===== config.mk =====
export PLATFORM = sky130hd
export DESIGN_NAME = axis_st_fifo
export DESIGN_NICKNAME = d
export VERILOG_FILES = /design/src/rtl/axis_fifo_pkg.sv /design/src/rtl/axis_fifo_ram.sv /design/src/rtl/axis_st_fifo.sv
export SDC_FILE = /design/constraint.sdc
export NUM_CORES = 1
export LEC_CHECK = 0
export CAP_MARGIN = 20
export CORE_ASPECT_RATIO = 0.75
export CORE_MARGIN = 2
export CORE_UTILIZATION = 55
export CTS_CLUSTER_DIAMETER = 200
export DETAILED_ROUTE_END_ITERATION = 7
export PLACE_DENSITY_LB_ADDON = 0.3
export RECOVER_POWER = 50
export SYNTH_ARGS = -nofsm -noshare
export SYNTH_HDL_FRONTEND = slang
export SYNTH_HIERARCHICAL = 1
export SYNTH_SLANG_ARGS = --single-unit

===== constraint.sdc =====
create_clock -name clk -period 5.15 [get_ports clk]
set_input_delay 0.7725 -clock clk [delete_from_list [all_inputs] [get_ports clk]]
set_output_delay 0.7725 -clock clk [all_outputs]
set_load 0.01 [all_outputs]

===== src/rtl/axis_fifo_pkg.sv =====
// Shared definitions for the AXI4-Stream FIFO: entry layout, default widths
// and the depth helper.
package axis_fifo_pkg;

  localparam int unsigned DEFAULT_DATA_WIDTH = 32;
  localparam int unsigned DEFAULT_ADDR_WIDTH = 4;

  // One stored beat at the default width: tlast sits above tdata.
  typedef struct packed {
    logic                          tlast;
    logic [DEFAULT_DATA_WIDTH-1:0] tdata;
  } axis_entry_t;

  // Number of entries addressed by an ADDR_WIDTH-bit index.
  function automatic int unsigned fifo_depth(input int unsigned addr_width);
    return 32'd1 << addr_width;
  endfunction

endpackage


===== src/rtl/axis_fifo_ram.sv =====
// Register array for the FIFO: synchronous write port, asynchronous read port.
module axis_fifo_ram
  import axis_fifo_pkg::*;
#(
  parameter int unsigned WIDTH      = DEFAULT_DATA_WIDTH + 1,
  parameter int unsigned ADDR_WIDTH = DEFAULT_ADDR_WIDTH
) (
  input  logic                  clk,
  input  logic                  we,
  input  logic [ADDR_WIDTH-1:0] waddr,
  input  logic [WIDTH-1:0]      wdata,
  input  logic [ADDR_WIDTH-1:0] raddr,
  output logic [WIDTH-1:0]      rdata
);

  logic [WIDTH-1:0] mem [fifo_depth(ADDR_WIDTH)];

  // Store the incoming entry on a write fire.
  always_ff @(posedge clk) begin
    if (we) mem[waddr] <= wdata;
  end

  // Head entry is presented combinationally.
  always_comb rdata = mem[raddr];

endmodule


===== src/rtl/axis_st_fifo.sv =====
// Synchronous AXI4-Stream FIFO with occupancy and complete-packet counters.
// Optional store-and-forward mode: define AXIS_ST_FIFO_PKT_MODE_EN.
module axis_st_fifo
  import axis_fifo_pkg::*;
#(
  parameter int unsigned DATA_WIDTH = DEFAULT_DATA_WIDTH,
  parameter int unsigned ADDR_WIDTH = DEFAULT_ADDR_WIDTH
) (
  input  logic                  clk,
  input  logic                  reset_n,
  input  logic [DATA_WIDTH-1:0] s_axis_tdata,
  input  logic                  s_axis_tvalid,
  output logic                  s_axis_tready,
  input  logic                  s_axis_tlast,
  output logic [DATA_WIDTH-1:0] m_axis_tdata,
  output logic                  m_axis_tvalid,
  input  logic                  m_axis_tready,
  output logic                  m_axis_tlast,
  output logic [ADDR_WIDTH:0]   count,
  output logic [ADDR_WIDTH:0]   pkt_count
);

  localparam int unsigned        DEPTH   = fifo_depth(ADDR_WIDTH);
  localparam logic [ADDR_WIDTH:0] DEPTH_C = DEPTH[ADDR_WIDTH:0];
  localparam logic [ADDR_WIDTH:0] ONE     = 1;

  logic [ADDR_WIDTH:0]   wr_ptr, rd_ptr, count_next, pkt_q;
  logic                  ready_q, wr_fire, rd_fire;
  logic [DATA_WIDTH:0]   rd_entry;

  axis_fifo_ram #(
    .WIDTH      (DATA_WIDTH + 1),
    .ADDR_WIDTH (ADDR_WIDTH)
  ) u_ram (
    .clk   (clk),
    .we    (wr_fire),
    .waddr (wr_ptr[ADDR_WIDTH-1:0]),
    .wdata ({s_axis_tlast, s_axis_tdata}),
    .raddr (rd_ptr[ADDR_WIDTH-1:0]),
    .rdata (rd_entry)
  );

  // Handshakes, occupancy and the next-state occupancy used for tready.
  always_comb begin
    wr_fire    = s_axis_tvalid & ready_q;
    rd_fire    = m_axis_tvalid & m_axis_tready;
    count      = wr_ptr - rd_ptr;
    count_next = count + (wr_fire ? ONE : '0) - (rd_fire ? ONE : '0);
  end

  // Pointers advance per fire; tready is !full of the next state, so a read
  // from full frees space only on the following cycle.
  always_ff @(posedge clk or negedge reset_n) begin
    if (!reset_n) begin
      wr_ptr  <= '0;
      rd_ptr  <= '0;
      ready_q <= 1'b0;
    end else begin
      if (wr_fire) wr_ptr <= wr_ptr + ONE;
      if (rd_fire) rd_ptr <= rd_ptr + ONE;
      ready_q <= (count_next != DEPTH_C);
    end
  end

  // Complete packets held: count tlast beats in minus tlast beats out.
  always_ff @(posedge clk or negedge reset_n) begin
    if (!reset_n) begin
      pkt_q <= '0;
    end else begin
      case ({wr_fire & s_axis_tlast, rd_fire & m_axis_tlast})
        2'b10:   pkt_q <= pkt_q + ONE;
        2'b01:   pkt_q <= pkt_q - ONE;
        default: pkt_q <= pkt_q;
      endcase
    end
  end

`ifdef AXIS_ST_FIFO_PKT_MODE_EN
  logic release_q;

  // Oversize packet fills the FIFO with no tlast: cut through until its
  // tlast beat is read, otherwise the FIFO would deadlock.
  always_ff @(posedge clk or negedge reset_n) begin
    if (!reset_n) begin
      release_q <= 1'b0;
    end else if (rd_fire && m_axis_tlast) begin
      release_q <= 1'b0;
    end else if (count == DEPTH_C && pkt_q == '0) begin
      release_q <= 1'b1;
    end
  end

  // Present data only once a whole packet is stored, or while cutting through.
  always_comb m_axis_tvalid = (count != '0) && ((pkt_q != '0) || release_q);
`else
  // Present data whenever anything is stored.
  always_comb m_axis_tvalid = (count != '0);
`endif

  // Output port mapping.
  always_comb begin
    s_axis_tready = ready_q;
    m_axis_tdata  = rd_entry[DATA_WIDTH-1:0];
    m_axis_tlast  = rd_entry[DATA_WIDTH];
    pkt_count     = pkt_q;
  end

endmodule


### Word-level counts from Yosys, hierarchy flattened

Memory sizes are Yosys's and may differ from the RTL's.
Cells that the tools add are included.
Widths: inputs -> output; s select.

* register bits: 16
* bits in writable memories: 528
* memories kept: 1

Memory list
* u_ram.mem: words 16, width 33, read ports 1, clocked after memory_dff 0, wr ports 1, RTL line axis_fifo_ram.sv:16 `logic [WIDTH-1:0] mem [fifo_depth(ADDR_WIDTH)];`

* mux-type cells: 5
* reductions and logical operators: 2
* add/sub/neg operators: 7
* eq/ne operators: 3
* bitwise gates (word level): 4

Operator list (count)
* $add 5x1->5 const B: 3
* $pmux 5 s2: 1
* $add 5x1->5: 1
* $ne 5x5->1 const B: 1
* $reduce_bool 5->1: 1
* $sub 5x1->5: 1
* $sub 5x1->5 const B: 1
* $sub 5x5->5: 1
* $and 1x1->1: 4
* $mux 1: 4
* $eq 2x1->1 const B: 1
* $eq 2x2->1 const B: 1
* $reduce_bool 2->1: 1

### Depth between registers and ports, before layout

Gate-level depths: netlist of the first run.

* depth after elaboration: 6
* mapped depth: 19
* depth with buffers taken out: 19

### Modules after synthesis

Netlist of the first run, hierarchy kept.

By module, submodules not included
* axis_fifo_ram: instances 1, area each 19970.4 µm², sequential area each 15855.2 µm², cells an instance 831
* axis_st_fifo: instances 1, area each 1199.9 µm², sequential area each 400.4 µm², cells an instance 115

### Least setup slack after synthesis of the first run

OpenSTA, ideal clock, no wires.

* kind: input to register
* start point: in s_axis_tvalid
* end point: mem u_ram/mem[0][0] (netlist bit) (enable)
* library setup time: 464 ps
* arrival: 3758 ps
* data required time: 4686 ps
* stages: 4
* slack: 928 ps
* path through: nand2_1 clkinv_1 or3b_2 nor3_1

* word-level cells in the longest chain between the ends: 3

Ends and longest elaborated chain
* start, declared: RTL line axis_st_fifo.sv:12 `input logic s_axis_tvalid,`
* $and 1x1->1: RTL line axis_st_fifo.sv:45 `wr_fire = s_axis_tvalid & ready_q;`
* net wr_fire: RTL line axis_st_fifo.sv:28 `logic ready_q, wr_fire, rd_fire;`
* $mux 1: RTL line axis_fifo_ram.sv:20 `if (we) mem[waddr] <= wdata;`
* $mux 1 (implied by the code): RTL line axis_fifo_ram.sv:20
* end, declared: RTL line axis_fifo_ram.sv:16

The timed path passes the listed nets, and every way through them passes these cells.

### Worst setup path in the final report of the first run

* start point: reg rd_ptr[1]
* end point: out m_axis_tdata[10]

* word-level cells in the longest chain between the ends: 1

Ends and longest elaborated chain
* start, declared: RTL line axis_st_fifo.sv:27 `logic [ADDR_WIDTH:0] wr_ptr, rd_ptr, count_next, pkt_q;`
* start signal, assigned: RTL line axis_st_fifo.sv:60 `if (rd_fire) rd_ptr <= rd_ptr + ONE;`
* $mem_v2 16x33
* end, declared: RTL line axis_st_fifo.sv:15 `output logic [DATA_WIDTH-1:0] m_axis_tdata,`

Every way passes these cells.

==> impl_metrics.json, run 1 <==
{
  "status": "completed",
  "cts-resized-gates": 0,
  "leakagePower_nw": 7.86,
  "grt_remaining_overflow": 0,
  "grt_max_degree": 69,
  "slew_headroom_pct": 22.6,
  "vias": 9861,
  "worstPathRequired_ps": 4380,
  "fin_worst_skew_ps": 14.4,
  "place_congestion": 0.742,
  "worstPathCellList": "buf_4 -> buf_4 -> mux4_2 -> a22oi_1 -> nand2_1 -> clkdlybuf4s50_1",
  "fin_cells": 1613,
  "fmax_ghz": 0.215,
  "rows": 62,
  "synth-async-reset-ratio_pct": 2.94,
  "hold_ws_ps": 465,
  "pre_cts_slack_ps": 789,
  "cpLargestDelayFamily": "buffers and inverters",
  "die_y_um": 174,
  "portBuffers": 81,
  "numCtsBuffers": 50,
  "yosysSeqAreaShare_pct": 76.8,
  "wirelength_um": 43800,
  "die-width_um": 231,
  "fin_tns_setup_ps": 0,
  "clk_pin_slew_ps": 60,
  "critical_path_class": "flip-flop to output pin",
  "cts_hold_buf": 0,
  "hold_viol_final": 0,
  "cp_num_buf_inv": 3,
  "start_kind": "flip-flop",
  "yosysWarnings": 6,
  "netlist_instances": 946,
  "first_iter_violations": 886,
  "yosysUniqueCellTypes": 43,
  "clock_sinks": 544,
  "nets": 1118,
  "wire_per_inst_um": 27.2,
  "cp-end-kind": "output pin",
  "ant_nets": 0,
  "num_io_pins": 82,
  "path_common_cell": "buf_4",
  "grt_util_all_layers_pct": 22.4,
  "initial_utilization_pct": 55.6,
  "grt_pass1_wl_um": 65000,
  "pwr_density_cell_mw_per_mm2": 584,
  "period_needed_ps": 4660,
  "syn_area_sq_mm": 0.0212,
  "maxCapViolations": 0,
  "final_common_cell": "edfxtp_1",
  "antenna_found_initial": 3,
  "critPathMaxStageDelay_ps": 880,
  "numPlacedInstances": 1522,
  "viasPerCell": 6.11,
  "synth-edff-count": 528,
  "drt_pass1_iterations": 7,
  "syn_nets": 1002,
  "rsz0062_at_grt": "no",
  "setup_viol": 0,
  "clk_latency_ps": 570,
  "drive_gt1_share_pct": 21.8,
  "syn2layout_area_growth_pct": 14.5,
  "cts_setup_buffers": 0,
  "hpwl_um": 23300,
  "cts-root-buf": "clkbuf_16",
  "drc": 0,
  "worst-path-max-fanout": 68,
  "hold_path_class": "flip-flop to flip-flop",
  "htree_levels": 2,
  "tightest_slew_ps": 1160,
  "synth_flop_cell": "edfxtp_1",
  "arrival_ps": 3880,
  "synth_seq_cells": 544,
  "ir_drop_mv": 0.334,
  "dieArea_sq_mm": 0.0401,
  "slew_violations": 0,
  "layout_common_cells": "edfxtp_1, mux4_2, a22oi_1",
  "synth_area_per_cell_sq_um": 22.4,
  "cpMaxStageDelayCell": "buf_4",
  "cts_tree": "yes",
  "cts_buffer_depth": 3,
  "grt_pass1_vias": 10197,
  "core-area_sq_mm": 0.0381,
  "fin_ws_ps": 494,
  "finalCritPeriodShare_pct": 90.4
}
## worst paths after layout
check	endpoint	from	cells past startpoint	slack [ps]
setup reg to reg	s_axis_tready$_DFF_PN0_	rd_ptr[0]$_DFFE_PN0N_	17	810
min in group asynchronous	s_axis_tready$_DFF_PN0_	reset_n	1	720
setup / recovery	m_axis_tdata[10]	rd_ptr[1]$_DFFE_PN0N_	6	490
hold / removal	pkt_count[4]$_DFFE_PN0P_	pkt_count[4]$_DFFE_PN0P_	1	470
hold reg to reg	pkt_count[4]$_DFFE_PN0P_	pkt_count[4]$_DFFE_PN0P_	1	470
max in group asynchronous	rd_ptr[1]$_DFFE_PN0N_	reset_n	1	3890
## flip-flops by register name (all words and copies together), names as in the netlist
| register | flops |
|---|---|
| u_ram/mem | 528 |
| pkt_count | 5 |
| rd_ptr | 5 |
| wr_ptr | 5 |
| s_axis_tready | 1 |
## report_power, final
group          internal [mW]  total [mW]  switching, mW  leakage (nW)
combinational           2.46        5.01           2.56          2.13
sequential              5.38        5.60          0.219          4.96
clock                   2.02        3.55           1.54         0.769
total                   9.86        14.2           4.31          7.86
## routing by layer
metal / vias to the layer above / part of all wire [%] / track usage, %
met5: - / 0.016 / 0
met2: 362 / 50 / 36.8
met1: 5212 / 41 / 31.8
li1: 4222 / - / -
met3: 63 / 6.6 / 3.95
met4: 2 / 1.9 / 5.54
## logic make-up after synthesis
logic type | Yosys count | synth area share [%]
buf+inv | 64 | 1.84
fa+ha+maj | 19 | 1.23
compound gates | 82 | 2.90
mux | 134 | 14.5
xor+xnor | 19 | 0.940
flops | 544 | 76.8
simple gates | 84 | 1.80
## stage by stage
| stage | instance area, sq um | total power [mW] | utilization [%] |
|---|---|---|---|
| after detailed placement | 22700 | 10.8 | 59.6 |
| final | 24200 | 14.2 | 63.7 |
| after floorplan | 21200 | 9.02 | - |
| after global routing | 24200 | 14.9 | 63.6 |
| after global placement | 22700 | 10.7 | 59.6 |
| after CTS | 24300 | 14.3 | 63.7 |
## cell usage after synthesis, types with 2 or more instances
cell | count | share of area (%)
edfxtp_1 | 528 | 75
mux4_2 | 113 | 12
a22oi_1 | 66 | 2.3
nand2_1 | 42 | 0.74
clkbuf_1 | 21 | 0.37
mux4_1 | 19 | 2.4
dfrtp_1 | 16 | 1.9
ha_1 | 16 | 0.95
inv_1 | 16 | 0.28
nor2_1 | 15 | 0.27
buf_2 | 12 | 0.28
xnor2_1 | 12 | 0.50
buf_12 | 6 | 0.57
nor3_1 | 6 | 0.14
a21oi_1 | 5 | 0.12
xor2_1 | 5 | 0.21
a21o_1 | 4 | 0.14
nand3_1 | 4 | 0.095
o21ai_0 | 4 | 0.095
buf_1 | 3 | 0.053
fa_1 | 3 | 0.28
nor2b_1 | 3 | 0.089
and2_1 | 2 | 0.059
buf_6 | 2 | 0.11
buf_8 | 2 | 0.14
nand2b_1 | 2 | 0.059
nand3b_1 | 2 | 0.071
nand4_1 | 2 | 0.059
## cell type report
cell class / instances / area, sq um
antenna: 2 / 5.00
clock buffer: 61 / 1360
clock inverter: 28 / 215
fill: 2526 / 13800
inverter: 18 / 67.6
multi-input combinational: 338 / 4640
sequential: 544 / 16300
tap: 512 / 641
timing repair buffer: 110 / 1050
Note: power is estimated with default switching activity, not from simulation.
==> run 2: changes to the inputs <==
Settings changed: GPL_TIMING_DRIVEN from default to 0, RECOVER_POWER 50 to default.
==> run 2 against run 1 <==
Compared with the run above:
- clock-buffer cell count rose by 8
- total power rose by 2.9%
- global-route usage rose by 0.41 points
- setup slack improved by 180 ps
- register-to-register slack got worse by 140 ps
- core utilization rose by 1.3 points
- via count rose by 3.7%
- sequential cell count did not move
- wire length rose by 1.0%
==> impl_metrics.json, run 2 (synthesis gave the netlist of run 1 again) <==
{
  "status": "completed",
  "grt_pass1_vias": 10493,
  "grt_pass1_wl_um": 66900,
  "drc": 0,
  "cts_buffer_depth": 3,
  "place_congestion": 0.721,
  "grt_remaining_overflow": 0,
  "p_total_mw": 14.6,
  "start_kind": "flip-flop",
  "slew_headroom_pct": 31.8,
  "hold_ws_ps": 487,
  "clock_sinks": 544,
  "cts-resized-gates": 0,
  "largest_reg_flops": 528,
  "fin_ws_ps": 672,
  "worst-path-max-fanout": 12,
  "setup_viol": 0,
  "hold_path.startpoint": "rd_ptr[4]$_DFFE_PN0N_",
  "clk_pin_slew_ps": 70,
  "finalCritPeriodShare_pct": 86.9,
  "leakagePower_nw": 8.04,
  "syn2layout_area_growth_pct": 16.8,
  "num_io_pins": 82,
  "final_core_util_pct": 64.9,
  "cp-startpoint": "wr_ptr[1]$_DFFE_PN0P_",
  "drt-met1-wl_um": 19000,
  "dpl_cell_area_sq_mm": 0.0232,
  "pre_cts_slack_ps": 722,
  "core-area_sq_mm": 0.0381,
  "layout_common_cells": "edfxtp_1, mux4_2, clkdlybuf4s50_1",
  "cts_tree": "yes",
  "rows": 62,
  "wire_per_inst_um": 26.7,
  "met3_wirelength_um": 3280,
  "numCtsBuffers": 50,
  "top_layer": "met4",
  "cts_hold_buf": 0,
  "regMostFlops": "u_ram/mem",
  "clk_latency_ps": 560,
  "slew_violations": 0,
  "cts_setup_buffers": 0,
  "regToRegStartpoint": "wr_ptr[1]$_DFFE_PN0P_",
  "die_y_um": 174,
  "ir_drop_mv": 0.488,
  "viasPerCell": 6.17,
  "dieArea_sq_mm": 0.0401,
  "ant_nets": 0,
  "final_common_cell": "edfxtp_1",
  "fin_worst_skew_ps": 14.1,
  "fin_area_sq_mm": 0.0247,
  "r2r_slack_ps": 670,
  "die-width_um": 231,
  "period_needed_ps": 4480,
  "maxCapViolations": 0,
  "initial_utilization_pct": 55.6,
  "wirelength_um": 44200,
  "first_iter_violations": 1098,
  "grt_util_all_layers_pct": 22.8,
  "worstPathRequired_ps": 5580,
  "nets": 1161,
  "grt_max_degree": 24,
  "drt_pass1_iterations": 5,
  "htree_levels": 2,
  "portBuffers": 81,
  "drive_gt1_share_pct": 22.1,
  "hpwl_um": 27800,
  "vias": 10225,
  "pwr_density_cell_mw_per_mm2": 589,
  "hold_path_class": "flip-flop to flip-flop",
  "cp-end-kind": "flip-flop",
  "cts-root-buf": "clkbuf_16",
  "hold_viol_final": 0,
  "arrival_ps": 4910,
  "critical_path_class": "flip-flop to flip-flop",
  "fmax_ghz": 0.223,
  "tightest_slew_ps": 1020,
  "antenna_found_initial": 0,
  "diodes": 0,
  "rsz0062_at_grt": "no",
  "route.met2.wl_um": 21300
}
==> run 2: cell types whose count changed in the layout (fill, tap and decap cells not counted), sizes merged <==
cell	change
clkdlybuf4s50	+39
clkinv	-7
diode	-2
dlygate4sd3	-39
buf	+22
inv	+1
clkbuf	+29
==> run 2: worst paths after layout <==
check / end / cells after the start
worst min-delay path: rd_ptr[4]$_DFFE_PN0N_ / 1
worst max register to register: s_axis_tready$_DFF_PN0_ / 17
max in group asynchronous: rd_ptr[1]$_DFFE_PN0N_ / 1
min in group asynchronous: wr_ptr[2]$_DFFE_PN0P_ / 1
worst max-delay path: s_axis_tready$_DFF_PN0_ / 17
worst min register to register: rd_ptr[4]$_DFFE_PN0N_ / 1
==> run 2: area by class of cell <==
type	count	area, sq um
Timing Repair Buffer	107	1250
Clock inverter	22	185
Fill cell	2441	13400
Sequential cell	544	16300
Buffer	46	323
Inverter	18	67.6
Tap cell	512	641
Clock buffer	69	1380
Multi-Input combinational cell	338	4630
==> run 2: stage by stage <==
| step | TNS, ps | std cells |
|---|---|---|
| final | 0 | 1656 |
| after global routing | 0 | 1656 |
| after CTS | 0 | 1656 |
| after detailed placement | 0 | 1565 |
| after global placement | -294380 | 1539 |
| after floorplan | 0 | 946 |
==> run 2: per-layer routing <==
| metal | track usage, % | up-vias |
|---|---|---|
| met4 | 4.84 | 0 |
| met2 | 35.6 | 427 |
| met5 | 0 | - |
| li1 | - | 4313 |
| met1 | 34.7 | 5430 |
| met3 | 3.85 | 55 |
==> run 2: report_power, final <==
group          internal, mW  total, mW  switching [mW]  leakage (nW)
sequential             5.37       5.55           0.177          4.96
combinational          2.66       5.47            2.82          2.32
clock                  2.03       3.55            1.52         0.761
==> run 2: worst max-delay path: stages, from the launching register on <==
cell and delay, ps:
dfrtp_1 650, ha_1 310, a21o_1 170, a21o_1 210
xnor2_1 260, ha_1 200, nand2_1 110, o41ai_4 470
inv_2 80, ha_1 290, inv_1 40, ha_1 220
fa_1 430, a21oi_1 180, o21bai_1 100, xor3_4 300
xnor3_1 250, nand3_1 90
==> run 3: changes to the inputs <==
Settings changed: CORE_MARGIN 2 to default.
==> run 3 against run 2 <==
Compared with the run above:
- final cell count decreased by 0.66%
- register-to-register slack improved by 50 ps
- critical path depth unchanged
- global-route usage increased by 0.45 points
- total power decreased by 1.3%
- combinational power about the same
- die area decreased by 2.0%
- wire length decreased by 0.15%
- sequential share of layout area increased by 0.27 points
- sequential power about the same
- setup slack improved by 51 ps
- sequential cell count unchanged
- critical path type unchanged
- highest routed layer unchanged
==> impl_metrics.json, run 3 (synthesis gave the netlist of run 1 again) <==
{
  "die-width_um": 229,
  "period_needed_ps": 4430,
  "sw_frac_of_total_pct": 31.2,
  "cpLargestDelayFamily": "adder cells",
  "pwr-share-clk_pct": 23.4,
  "core-area_sq_mm": 0.0375,
  "cp-end-kind": "flip-flop",
  "setup_viol": 0,
  "htree_levels": 2,
  "layout_common_cells": "edfxtp_1, mux4_2, clkdlybuf4s50_1",
  "dieArea_sq_mm": 0.0393,
  "rsz0062_at_grt": "no",
  "cts_hold_buf": 0,
  "grt_util_all_layers_pct": 23.3,
  "slew_violations": 0,
  "grt_remaining_overflow": 0,
  "vias": 10233,
  "drive_gt1_share_pct": 21.6,
  "regMostFlops": "u_ram/mem",
  "arrival_ps": 4850,
  "num_io_pins": 82,
  "clock_sinks": 544,
  "maxCapViolations": 0,
  "cpMaxStageDelayCell": "dfrtp_1",
  "diodes": 0,
  "hold_viol_final": 0,
  "p_int_mw": 9.90,
  "finalCritPeriodShare_pct": 86.0,
  "critical_path_class": "flip-flop to flip-flop",
  "grt_pass1_wl_um": 65900,
  "hpwl_um": 27800,
  "portBuffers": 81,
  "wirelength_um": 44200,
  "initial_utilization_pct": 56.5,
  "leakagePower_nw": 7.99,
  "final_common_cell": "edfxtp_1",
  "path_common_cell": "ha_1",
  "clk_pin_slew_ps": 60,
  "cts_setup_buffers": 0,
  "wire_per_inst_um": 26.9,
  "power.switching_mw": 4.49,
  "syn2layout_area_growth_pct": 16.4,
  "cts_buffer_depth": 3,
  "place_congestion": 0.727,
  "fmax_ghz": 0.226,
  "fin_cells": 1645,
  "nets": 1162,
  "p_seq_share_pct": 38.6,
  "slew_headroom_pct": 23.8,
  "drt_pass1_iterations": 5,
  "cts_tree": "yes",
  "viasPerCell": 6.22,
  "pwr_density_cell_mw_per_mm2": 584,
  "first_iter_violations": 1225,
  "worstPathRequired_ps": 5580,
  "cts-resized-gates": 0,
  "die_y_um": 172,
  "hold_ws_ps": 471,
  "cp_num_buf_inv": 2,
  "drc": 0,
  "fin_worst_skew_ps": 21.4,
  "start_kind": "flip-flop",
  "numPlacedInstances": 1558,
  "ir_drop_mv": 0.394,
  "tightest_slew_ps": 1140,
  "worstPathCellList": "ha_1 -> a21o_1 -> a21o_1 -> xnor2_1 -> ha_1 -> nand2_1 -> o41ai_4 -> inv_2 -> ha_1 -> inv_1 -> ha_1 -> fa_1 -> a21oi_1 -> o21bai_1 -> xor3_4 -> xnor3_1 -> nand3_1",
  "rows": 61,
  "worst-path-max-fanout": 12,
  "cts-root-buf": "clkbuf_16",
  "combPwrFrac_pct": 38.1,
  "ant_nets": 0,
  "antenna_found_initial": 0,
  "clk_latency_ps": 570,
  "status": "completed",
  "numCtsBuffers": 50,
  "largest_reg_flops": 528,
  "critPathMaxStageDelay_ps": 640,
  "hold_path_class": "flip-flop to flip-flop",
  "grt_pass1_vias": 10295,
  "grt_max_degree": 24
}
[run 3: changes by cell type in the layout (fill, tap and decap cells not counted), sizes merged]
cell / change
buf: +1
bufinv: -2
clkbuf: -2
clkinv: +2
clkinvlp: -1
inv: -1
[run 3: worst reg2reg max path: stages, from the launching register on]
cell and delay, ps:
dfrtp_1 640, ha_1 320, a21o_1 170, a21o_1 200, xnor2_1 260, ha_1 200, nand2_1 90, o41ai_4 480
inv_2 80, ha_1 280, inv_1 40, ha_1 220, fa_1 430, a21oi_1 160, o21bai_1 100, xor3_4 300
xnor3_1 260, nand3_1 90
[run 3: layout make-up]
cell class              count  area (sq um)
plain buffers              46           323
fillers                  2381         12800
clock inverters            20           120
repair buffers            108          1270
inverters                  18          67.6
clock buffers              67          1340
multi-input cells         338          4630
well taps                 504           631
flip-flops and latches    544         16300
[run 3: final timing paths]
path / cells after the start / startpoint / slack (ps) / to
hold / removal: 1 / pkt_count[4]$_DFFE_PN0P_ / 470 / pkt_count[4]$_DFFE_PN0P_
min in group asynchronous: 1 / reset_n / 690 / pkt_count[1]$_DFFE_PN0P_
setup reg to reg: 17 / wr_ptr[1]$_DFFE_PN0P_ / 720 / s_axis_tready$_DFF_PN0_
hold reg to reg: 1 / pkt_count[4]$_DFFE_PN0P_ / 470 / pkt_count[4]$_DFFE_PN0P_
max in group asynchronous: 1 / reset_n / 3940 / wr_ptr[4]$_DFFE_PN0P_
setup / recovery: 17 / wr_ptr[1]$_DFFE_PN0P_ / 720 / s_axis_tready$_DFF_PN0_
[run 3: through the flow]
step                utilization [%]  total power, mW  worst slack [ps]  cell area, sq um  setup TNS (ps)
finish                         65.7             14.4               723             24600               0
global route                   65.7             15.1               428             24600               0
CTS                            65.7             14.5               727             24600               0
detailed placement             61.9             11.1               722             23200               0
global placement               60.3             10.9             -2200             22600         -275080
floorplan                         -             9.02               928             21200               0
[run 3: routing by layer]
layer  vias up  global-route usage [%]  share of wire, %
met2       446                    35.5                47
met3        62                    3.71               7.7
met5         -                       0                 0
li1       4303                       -                 -
met1      5422                    35.7                44
met4         0                    5.87               1.7
[run 3: power groups by stage]
stage	logic (mW)	clock network (mW)	registers [mW]
after floorplan	3.41	0	5.61
after CTS	5.53	3.42	5.55
after detailed placement	5.50	0	5.64
final	5.47	3.36	5.55
after global placement	5.24	0	5.66
after global routing	5.89	3.58	5.59
